==> src/rtl/run_monitor_pkg.sv <==
// run_monitor_pkg: shared types and constants for the run controller.
// Holds the FSM state encoding, halt cause codes, the system instruction
// encodings and the mask of opcode bits that must be set on a valid 32-bit instruction.
package run_monitor_pkg;

  typedef enum logic [1:0] {
    S_IDLE  = 2'd0,
    S_RUN   = 2'd1,
    S_DRAIN = 2'd2,
    S_DONE  = 2'd3
  } state_t;

  localparam logic [2:0] CAUSE_NONE    = 3'd0;
  localparam logic [2:0] CAUSE_EBREAK  = 3'd1;
  localparam logic [2:0] CAUSE_ECALL   = 3'd2;
  localparam logic [2:0] CAUSE_ILLEGAL = 3'd3;
  localparam logic [2:0] CAUSE_LOOP    = 3'd4;
  localparam logic [2:0] CAUSE_TIMEOUT = 3'd5;

  localparam logic [31:0] EBREAK_INSN = 32'h0010_0073;
  localparam logic [31:0] ECALL_INSN  = 32'h0000_0073;

  // Low opcode bits of every 32-bit (non-compressed) encoding are 2'b11.
  localparam logic [1:0] OPC_VALID_MASK = 2'b11;

endpackage

==> src/rtl/run_monitor_halt_detect.sv <==
// halt_detect: combinational priority encoder for run-stop conditions.
// Ports: instruction/pc_eq/loop_cnt/timeout in; halt flag and 3-bit cause out.
// Priority: ebreak > ecall > illegal > self-loop > timeout.
module halt_detect
  import run_monitor_pkg::*;
#(
  parameter int unsigned LOOP_LIMIT = 4,
  parameter int unsigned LCW        = 3
) (
  input  logic [31:0]    instruction,
  input  logic           pc_eq,
  input  logic [LCW-1:0] loop_cnt,
  input  logic           timeout,
  output logic           halt,
  output logic [2:0]     cause
);

  logic illegal;
  logic loop_hit;

  assign illegal  = ((instruction[1:0] & OPC_VALID_MASK) != OPC_VALID_MASK) ||
                    (instruction == 32'd0);
  // The counter value after this cycle's compare is loop_cnt+1 when pc repeats.
  assign loop_hit = pc_eq && ((32'(loop_cnt) + 32'd1) >= LOOP_LIMIT);

  always_comb begin
    halt  = 1'b1;
    cause = CAUSE_NONE;
    if (instruction == EBREAK_INSN)     cause = CAUSE_EBREAK;
    else if (instruction == ECALL_INSN) cause = CAUSE_ECALL;
    else if (illegal)                   cause = CAUSE_ILLEGAL;
    else if (loop_hit)                  cause = CAUSE_LOOP;
    else if (timeout)                   cause = CAUSE_TIMEOUT;
    else                                halt  = 1'b0;
  end

endmodule

==> src/rtl/run_monitor.sv <==
// run_monitor: run controller gating a single-cycle core, stopping on
// ebreak/ecall/illegal/self-loop/timeout and reporting cause and counters.
// Ports: clk, rst, start, pc, instruction in; run_en, done, halt_cause, cycle_count, last_pc out.
module run_monitor
  import run_monitor_pkg::*;
#(
  parameter int unsigned XLEN         = 64,
  parameter int unsigned CYCLE_WIDTH  = 32,
  parameter int unsigned MAX_CYCLES   = 50,
  parameter int unsigned LOOP_LIMIT   = 4,
  parameter int unsigned DRAIN_CYCLES = 2
) (
  input  logic                   clk,
  input  logic                   rst,
  input  logic                   start,
  input  logic [XLEN-1:0]        pc,
  input  logic [31:0]            instruction,
  output logic                   run_en,
  output logic                   done,
  output logic [2:0]             halt_cause,
  output logic [CYCLE_WIDTH-1:0] cycle_count,
  output logic [XLEN-1:0]        last_pc
);

  localparam int unsigned LCW = $clog2(LOOP_LIMIT + 1);
  localparam int unsigned DCW = (DRAIN_CYCLES > 1) ? $clog2(DRAIN_CYCLES) : 1;
  localparam logic [DCW-1:0] DRAIN_LAST = DCW'((DRAIN_CYCLES > 0) ? DRAIN_CYCLES - 1 : 0);
  // A MAX_CYCLES that does not fit in the counter can never be reached.
  localparam bit TO_EN = (MAX_CYCLES != 0) &&
                         ((64'(MAX_CYCLES) >> CYCLE_WIDTH) == 64'd0);
  localparam logic [CYCLE_WIDTH-1:0] TO_VAL = CYCLE_WIDTH'(MAX_CYCLES);

  state_t               state;
  logic [LCW-1:0]       loop_cnt;
  logic [DCW-1:0]       drain_cnt;
  logic                 first_cyc;   // last_pc is stale on the first RUN cycle

  logic                   pc_eq;
  logic [LCW-1:0]         loop_next;
  logic [CYCLE_WIDTH-1:0] cycle_inc;
  logic                   timeout;
  logic                   halt;
  logic [2:0]             cause;

  assign pc_eq     = !first_cyc && (pc == last_pc);
  assign loop_next = pc_eq ? loop_cnt + LCW'(1) : '0;
  assign cycle_inc = cycle_count + CYCLE_WIDTH'(1);
  assign timeout   = TO_EN && (cycle_inc == TO_VAL);

  halt_detect #(
    .LOOP_LIMIT (LOOP_LIMIT),
    .LCW        (LCW)
  ) u_halt_detect (
    .instruction (instruction),
    .pc_eq       (pc_eq),
    .loop_cnt    (loop_cnt),
    .timeout     (timeout),
    .halt        (halt),
    .cause       (cause)
  );

  always_ff @(posedge clk) begin
    if (rst) begin
      state       <= S_IDLE;
      run_en      <= 1'b0;
      done        <= 1'b0;
      halt_cause  <= CAUSE_NONE;
      cycle_count <= '0;
      last_pc     <= '0;
      loop_cnt    <= '0;
      drain_cnt   <= '0;
      first_cyc   <= 1'b0;
    end else begin
      case (state)
        S_IDLE, S_DONE: begin
          if (start) begin
            state       <= S_RUN;
            run_en      <= 1'b1;
            done        <= 1'b0;
            halt_cause  <= CAUSE_NONE;
            cycle_count <= '0;
            loop_cnt    <= '0;
            drain_cnt   <= '0;
            first_cyc   <= 1'b1;
          end
        end
        S_RUN: begin
          // The halting cycle itself is counted and its pc recorded.
          cycle_count <= (&cycle_count) ? cycle_count : cycle_inc;
          last_pc     <= pc;
          loop_cnt    <= loop_next;
          first_cyc   <= 1'b0;
          if (halt) begin
            halt_cause <= cause;
            run_en     <= 1'b0;
            drain_cnt  <= '0;
            if (DRAIN_CYCLES == 0) begin
              state <= S_DONE;
              done  <= 1'b1;
            end else begin
              state <= S_DRAIN;
            end
          end
        end
        S_DRAIN: begin
          if (drain_cnt == DRAIN_LAST) begin
            state <= S_DONE;
            done  <= 1'b1;
          end else begin
            drain_cnt <= drain_cnt + DCW'(1);
          end
        end
        default: state <= S_IDLE;
      endcase
    end
  end

endmodule

==> config.mk <==
export PLATFORM = sky130hd
export DESIGN_NAME = run_monitor
export DESIGN_NICKNAME = d
export VERILOG_FILES = /design/src/rtl/run_monitor_pkg.sv /design/src/rtl/run_monitor_halt_detect.sv /design/src/rtl/run_monitor.sv
export SDC_FILE = /design/constraint.sdc
export NUM_CORES = 1
export LEC_CHECK = 0
export BUFFER_PORTS_ARGS = -buffer_cell sky130_fd_sc_hd__buf_2
export CAP_MARGIN = 20
export CORE_UTILIZATION = 45
export CTS_BUF_LIST = sky130_fd_sc_hd__clkbuf_4 sky130_fd_sc_hd__clkbuf_8
export DETAILED_ROUTE_END_ITERATION = 8
export PLACE_DENSITY_LB_ADDON = 0.3
export SYNTH_ARGS = -nofsm -noshare
export SYNTH_HDL_FRONTEND = slang
export SYNTH_SLANG_ARGS = --single-unit
export TNS_END_PERCENT = 30
==> constraint.sdc <==
create_clock -name clk -period 4.5 [get_ports clk]
set_input_delay 0.225 -clock clk [delete_from_list [all_inputs] [get_ports clk]]
set_output_delay 0.225 -clock clk [all_outputs]
set_load 0.02 [all_outputs]
==> key figures, run 1 <==
Clock network
  – Worst-path clk slew: 110 ps
  – Post-CTS Resized: 0
  – TritonCTS buffer count: 9
  – CTS Hold Bufs: 0
  – CTS tree: done
  – Sink Count: ~110
  – Bufs on Longest Clock Path: 2
  – Skew-Pair Late Insertion Delay: roughly 390 ps
  – CTS Root Cell: clkbuf_8
  – Post-CTS Setup Bufs: 0
  – H-tree Lvls: 3

Synthesis
  – Most frequent cell after synthesis: dfxtp_1
  – Ys flop type: dfxtp_1
  – Seq cells post-synth: about 110
  – Mapped Area: 5990 um2
  – Synth cell count leaders: 108 x dfxtp_1, 105 x nor2_1, 70 x mux2i_1, 45 x nand2_1, 41 x a21oi_1
  – Synth Warn #: 0
  – EDFF count, synth: 0
  – Area fraction of the dominant cell type after synthesis: 36.1%
  – Mapped Cells: just over 700
  – Largest cells by area after synthesis: dfxtp_1 36%, mux2i_1 12%, nor2_1 6.6%, xnor2_1 5.1%, a21oi_1 3.4%
  – Async SR Flop Fraction: 0%
  – Mean Syn Cell Area: a little over 8 um2
  – Mapped Nets: between 800 and 900
  – Netlist cell types: 62
  – Sequential-to-total area share from yosys stat: 36.1%
  – Yosys top cell by area: dfxtp_1

STA
  – Post-Route Skew: 22.9 ps
  – Highest Clock Rate: 0.274 GHz
  – Unrepaired setup endpoints after global routing: false
  – Setup TNS: 0 ps
  – Max-slew violation count: 0
  – Worst Slack Setup Final: between 800 and 900 ps
  – Final Hold Violating Endpoints: 0
  – Worst relative slew slack: 38.2%
  – Slew @ Worst Pin: 926 ps
  – Period utilisation layout: approximately four fifths
  – Tmin final: 3640 ps
  – Count of final setup violators: 0

Route
  – Met2 Wirelength: 7340 um
  – Total wire length: 16200 um
  – Detailed Route Iter0 Violations: 330
  – Max Used Layer: met4
  – Antenna Violating Nets Remaining: 0
  – Remaining DRCs: 0
  – Drt via density: 5.46
  – First-pass iteration count of the detailed router: 5
  – Vias: 5855
  – Met3 WL: between 1000 and 1500 um
  – DR WL/cell: 15.2 um
  – M1 WL: 7580 um

Setup path
  – CP arrival: around 3900 ps
  – Worst setup SP type: flip-flop
  – Crit path max fanout: 12
  – Crit path required time: around 4800 ps
  – Crit path kind: flip-flop to flip-flop
  – CP endpoint kind: flip-flop
  – CP Launch Point: cycle_count[0]
  – Worst reg2reg startpoint: cycle_count[0]
  – Path depth of the worst reg2reg path: 10

Global routing
  – GR Overflow Total: 0
  – Largest net degree at the start of global routing: 60
  – Initial antenna violation count: 0
  – First-pass GRT wire length: approximately 26000 um
  – Total GRT Usage: 23.2%
  – Vias in the first global route: ~5300

Place
  – HPWL after DPL: 11700 um
  – I/O Buffers: 199
  – GPL Wtd Cong: about 0.86
  – DP Worst Slack: roughly 910 ps

Die
  – Initial Utilization: 46.7%
  – # rows: 41
  – Die area: 13800 um2
  – Die X: 117 um
  – Io pins: 200
  – Die H: ~120 um
  – Placeable core region: roughly 13000 um2

Power
  – Switching share of total power: 39.6%
  – Leak: roughly 3.2 nW
  – Worst vdd ir: 0.335 mV
  – Pint: 2.01 mW
  – Sw Pwr: 1.32 mW
  – Flop pwr share: 37.4%
  – Combinational share of power: 41.6%
  – Clk pwr share: between 20% and 30%
  – Power density cells: about 450 nW/um2

Cells and area
  – Diodes inserted: 0
  – Fin util: a little under three fifths
  – Area grow syn2layout: 22.4%
  – Nets: 1001
  – Layout cell share with drive strength beyond 1: 25.6%
  – Number of fill cells: 1217

Run status
  – Status: finished clean

Hold path
  – Worst Hold Launch: pc[30]
  – Hold/Removal Path Class: primary input to flip-flop
  – Hold Crit Depth: 3

Job
  – Max-Cap Viols: 0
## placed cells by master (no fill, tap or decap), types with 6 or more instances in the layout
cell type	instances
buf_2	198
dfxtp_1	108
nor2_1	105
mux2i_1	70
nand2_1	45
a21oi_1	41
xnor2_1	35
inv_1	26
nor2b_1	23
nor3_1	21
nor4_1	17
o21ai_0	16
nand4_1	15
nand3_1	15
xor2_1	15
a31oi_1	12
clkbuf_8	11
and3_1	8
a211oi_1	8
or4_1	7
o22ai_1	7
and2_1	6
and4_1	6
a311oi_1	6
ha_1	6
buf_4	6
## cells by family (layout without fill, tap and decap cells)
| family | Yosys count | in the layout | share of synthesized area, % |
|---|---|---|---|
| buf+inv | 67 | 246 | 4.30 |
| compound gates | 127 | 127 | 14.3 |
| fa+ha+maj | 7 | 7 | 1.46 |
| xor+xnor | 50 | 50 | 7.31 |
| mux | 72 | 72 | 12.1 |
| flops | 108 | 108 | 36.1 |
| simple gates | 290 | 290 | 24.5 |
## power groups by stage
stage	registers, mW	logic [mW]	clock network, mW
2_1_floorplan	1.41	0.832	0
3_3_place_gp	1.26	1.38	0
3_5_place_dp	1.26	1.39	0
4_1_cts	1.24	1.39	0.710
5_1_grt	1.27	1.51	0.744
6_report	1.24	1.39	0.697
## per-layer routing
metal  track usage, %  vias up
li1                 -     2922
met1             30.5     2707
met2             37.4      213
met3             5.01       13
met4             7.47        0
met5                0        -
## stage by stage
stage          power, mW  instance area (um2)  instances  hold WS [ps]
6_report            3.33                 7340       1072          88.2
5_1_grt             3.52                 7340       1072          93.9
4_1_cts             3.34                 7340       1072          74.7
3_5_place_dp        2.65                 7100       1056           458
3_3_place_gp        2.63                 7100       1056           450
2_1_floorplan       2.24                 5990        721           373
## registers in the layout (all words and copies together), names as in the netlist
signal       cells
drain_cnt        1
loop_cnt         3
cycle_count     32
done             1
run_en           1
state            2
last_pc         64
halt_cause       3
first_cyc        1
## path summary, 6_finish.rpt
check / end / slack [ps]
worst max register to register: state[0] / 860
worst min-delay path: last_pc[30] / 90
worst max-delay path: state[0] / 860
worst min register to register: halt_cause[1] / 470
## final cells by class
class                   count  area [um2]  share of cell area (%)
flip-flops and latches    108        2160                    29.5
well taps                 172         215                    2.93
repair buffers            204        1040                    14.1
inverters                  26        97.6                    1.33
multi-input cells         546        3590                    49.0
clock buffers              11         151                    2.06
clock inverters             5        81.3                    1.11
## worst max-delay path: stages (launching register included)
cell and delay, ps:
dfxtp_1 490, ha_1 290, nand3_1 100, buf_4 190
or4_1 580, nor4_1 560, xnor2_1 180, o211ai_1 170
o41ai_4 500, o221ai_2 160, mux2_1 330
No activity file was read; power rests on OpenSTA's default activity.
==> run 2, diff against run 1 <==
Settings changed: ABC_AREA set to 1.
Clock period 4.5 ns to 3.55 ns, I/O delays scaled along.
==> run 2 against run 1 <==
Compared with the run above:
- synthesized area up 1.6%
- synthesized cell count up 31%
- sequential share of layout area down 0.21 points
- total power up 46%
- worst setup slack better by 12 ps
- clock skew down 12 ps
- critical path depth up 2
- clock power up 8.6%
==> key figures, run 2 <==
Run status
  – Status: finished clean (unchanged)

Power
  – Worst vdd ir: 0.427 mV (was 0.335 mV)
  – Final Total Pwr: 4.85 mW (was 3.33 mW)
  – Combinational share of power: 46.4% (was 41.6%)
  – Flop pwr share: 38.0% (was 37.4%)
  – Sw Pwr: 2.27 mW (was 1.32 mW)
  – Leak: 3.49 nW (was 3.16 nW)
  – Power density cells: 657 nW/um2 (was 453 nW/um2)
  – Pint: 2.58 mW (was 2.01 mW)
  – Switching share of total power: 46.8% (was 39.6%)
  – Clk pwr share: 15.6% (was 21.0%)

Synthesis
  – Async SR Flop Fraction: 0% (unchanged)
  – Synth Warn #: 0 (unchanged)
  – Mapped Area: 6090 um2 (was 5990 um2)
  – EDFF count, synth: 0 (unchanged)
  – Largest cells by area after synthesis: dfxtp_1 36%, nand2_1 15%, nor2_1 10%, o21ai_0 7.3%, a21oi_1 6.4% (was dfxtp_1 36%, mux2i_1 12%, nor2_1 6.6%, xnor2_1 5.1%, a21oi_1 3.4%)
  – Sequential-to-total area share from yosys stat: 35.5% (was 36.1%)
  – Synth cell count leaders: 244 x nand2_1, 162 x nor2_1, 108 x dfxtp_1, 89 x o21ai_0, 88 x inv_1 (was 108 x dfxtp_1, 105 x nor2_1, 70 x mux2i_1, 45 x nand2_1, 41 x a21oi_1)
  – Area fraction of the dominant cell type after synthesis: 35.5% (was 36.1%)
  – Yosys top cell by area: dfxtp_1 (unchanged)
  – Most frequent cell after synthesis: nand2_1 (was dfxtp_1)
  – Netlist cell types: 35 (was 62)
  – Mean Syn Cell Area: 6.43 um2 (was 8.31 um2)
  – Ys flop type: dfxtp_1 (unchanged)
  – Mapped Nets: 1053 (was 827)
  – Mapped Cells: 947 (was 721)
  – Seq cells post-synth: 108 (unchanged)

Cells and area
  – Biggest regs: last_pc (64), cycle_count (32) (unchanged)
  – Area grow syn2layout: 21.4% (was 22.4%)
  – Post-route design area: 7390 um2 (was 7340 um2)
  – Most common cell after layout, fill and taps aside: nand2_1 (was buf_2)
  – Layout cell share with drive strength beyond 1: 21.9% (was 25.6%)
  – Most frequent cells in the layout: 244 x nand2_1, 199 x buf_2, 162 x nor2_1 (was 198 x buf_2, 108 x dfxtp_1, 105 x nor2_1)
  – Diodes inserted: 0 (unchanged)
  – Max reg flops: 64 (unchanged)
  – Number of fill cells: 1365 (was 1217)
  – Largest reg by FF count: last_pc (unchanged)
  – Nets: 1236 (was 1001)

Route
  – First-pass iteration count of the detailed router: 5 (unchanged)
  – Detailed Route Iter0 Violations: 507 (was 330)
  – Remaining DRCs: 0 (unchanged)
  – Total wire length: 17600 um (was 16200 um)
  – Vias: 6497 (was 5855)
  – DR WL/cell: 13.4 um (was 15.2 um)
  – Drt via density: 4.96 (was 5.46)
  – Antenna Violating Nets Remaining: 0 (unchanged)

Clock network
  – Skew-Pair Late Insertion Delay: 390 ps (about the same)
  – TritonCTS buffer count: 9 (unchanged)
  – Worst-path clk slew: 110 ps (about the same)
  – Sink Count: 108 (unchanged)
  – Bufs on Longest Clock Path: 2 (unchanged)
  – Post-CTS Setup Bufs: 0 (unchanged)
  – CTS Hold Bufs: 0 (unchanged)
  – Post-CTS Resized: 0 (unchanged)
  – H-tree Lvls: 3 (unchanged)
  – CTS tree: done (unchanged)
  – CTS Root Cell: clkbuf_8 (unchanged)

STA
  – Slew @ Worst Pin: 1060 ps (was 926 ps)
  – Tmin final: 2680 ps (was 3640 ps)
  – Unrepaired setup endpoints after global routing: false (unchanged)
  – Max-slew violation count: 0 (unchanged)
  – Post-Route Skew: 11.4 ps (was 22.9 ps)
  – Count of final setup violators: 0 (unchanged)
  – Worst relative slew slack: 29.5% (was 38.2%)
  – Period utilisation layout: 75.5% (was 81.0%)
  – Highest Clock Rate: 0.373 GHz (was 0.274 GHz)
  – Setup TNS: 0 ps (unchanged)
  – Final Hold Violating Endpoints: 0 (unchanged)
  – Worst Slack Setup Final: 868 ps (was 856 ps)

Job
  – Max-Cap Viols: 0 (unchanged)

Global routing
  – GR Overflow Total: 0 (unchanged)
  – Total GRT Usage: 25.3% (was 23.2%)
  – Initial antenna violation count: 0 (unchanged)
  – Vias in the first global route: 5650 (was 5325)
  – First-pass GRT wire length: 28200 um (was 26100 um)
  – Largest net degree at the start of global routing: 77 (was 60)

Setup path
  – CP Depth: 12 (was 10)
  – Crit-path cells: ha_1 > nand2_2 > nor2_4 > nand2_2 > inv_2 > nand2_1 > nor2_1 > nand3_1 > nand2_1 > clkinv_1 > nand3_1 > a21oi_1 (was ha_1 > nand3_1 > buf_4 > or4_1 > nor4_1 > xnor2_1 > o211ai_1 > o41ai_4 > o221ai_2 > mux2_1)
  – Path depth of the worst reg2reg path: 12 (was 10)
  – CP endpoint kind: flip-flop (unchanged)
  – Worst path slowest cell: dfxtp_1 (was or4_1)
  – Worst path bufs/invs: 2 (was 1)
  – CP arrival: 2940 ps (was 3920 ps)
  – Crit path required time: 3810 ps (was 4780 ps)
  – R2r setup slk: 870 ps (was 860 ps)
  – Critical Path Max Stage Delay: 490 ps (was 580 ps)
  – Worst setup SP type: flip-flop (unchanged)
  – Family with the most delay on the worst path: simple AND/OR/NAND/NOR gates (unchanged)
  – FF-to-FF End: cycle_count[5] (was state[0])
  – Crit path max fanout: 19 (was 12)
  – Crit path kind: flip-flop to flip-flop (unchanged)
  – Worst reg2reg startpoint: cycle_count[0] (unchanged)

Die
  – Die H: 118 um (was 117 um)
  – Io pins: 200 (unchanged)
  – # rows: 42 (was 41)
  – Die area: 14000 um2 (was 13800 um2)
  – Die X: 118 um (was 117 um)
  – Placeable core region: 13200 um2 (was 12800 um2)
  – Initial Utilization: 46.0% (was 46.7%)

Place
  – GPL Wtd Cong: 0.890 (was 0.862)
  – I/O Buffers: 199 (unchanged)
  – Dpl cell area: 7200 um2 (was 7100 um2)
  – DP Worst Slack: 875 ps (was 908 ps)
  – HPWL after DPL: 13000 um (was 11700 um)

Hold path
  – Hold/Removal Path Class: primary input to flip-flop (unchanged)
  – Hold Crit Depth: 3 (unchanged)
  – Worst Hold Launch: pc[14] (was pc[30])
  – Hold Path Sink: last_pc[14] (was last_pc[30])
## run 2: cell types whose count changed in the layout (fill, tap and decap cells not counted), moves of 13 or more
cell / before / now
inv_1: 26 / 87
mux2i_1: 70 / 0
nor3_1: 21 / 3
nor4_1: 17 / 4
a21oi_1: 41 / 78
nor2b_1: 23 / 0
nand2_1: 45 / 244
o21ai_0: 16 / 89
nor2_1: 105 / 162
nand3_1: 15 / 31
xnor2_1: 35 / 17
## run 2: how the worst max path moves through the flow
stage                         startpoint        endpoint  slack [ps]
after floorplan           cycle_count[0]   halt_cause[0]        1210
after global placement    cycle_count[0]  cycle_count[5]         970
after detailed placement  cycle_count[0]  cycle_count[5]         880
after CTS                 cycle_count[0]  cycle_count[5]         850
after global routing      cycle_count[0]  cycle_count[5]         570
final                     cycle_count[0]  cycle_count[5]         870
## run 2: cell families after synthesis
group | Yosys count | share of synthesized area [%]
flip-flops | 108 | 35.5
buffers and inverters | 123 | 7.91
adder cells (fa/ha/maj) | 7 | 1.44
XOR/XNOR | 34 | 4.89
AND/OR/NAND/NOR | 487 | 34.2
AO/OA/AOI/OAI | 188 | 16.1
## run 2: cell type report
cell class	instances	area, um2	area share [%]
multi-input cells	716	3450	46.7
flip-flops and latches	108	2160	29.3
repair buffers	203	1030	13.9
inverters	92	345	4.67
well taps	176	220	2.98
clock buffers	11	145	1.96
clock inverters	5	42.5	0.576
## run 2: metrics by stage
stage	cells	utilization (%)	hold WS, ps
CTS	1311	55.8	3.54
global route	1311	55.8	8.59
global placement	1295	54.4	427
detailed placement	1295	54.4	433
finish	1311	55.8	21.5
floorplan	947	-	312
## run 2: power groups by stage
stage                     sequential [mW]  clock, mW  combinational (mW)
after floorplan                      2.22          0                1.16
after global placement               1.86          0                2.23
after detailed placement             1.86          0                2.25
after CTS                            1.84      0.774                2.26
after global routing                 1.89      0.826                2.48
final                                1.84      0.757                2.25
## run 2: tightest hold or removal path, delay by kind of cell
family	cells	cell delay (ps)
buf+inv	1	90
simple gates	2	120
## run 2: per-layer routing
metal  routed length (um)  share of wire, %  track usage (%)  vias up
met5                    0                 0                0        -
met4                  328               1.9             8.97        0
li1                     -                 -                -     3396
met3                 1130               6.4             4.58       20
met1                 8410                48             35.4     2846
met2                 7730                44             38.9      235
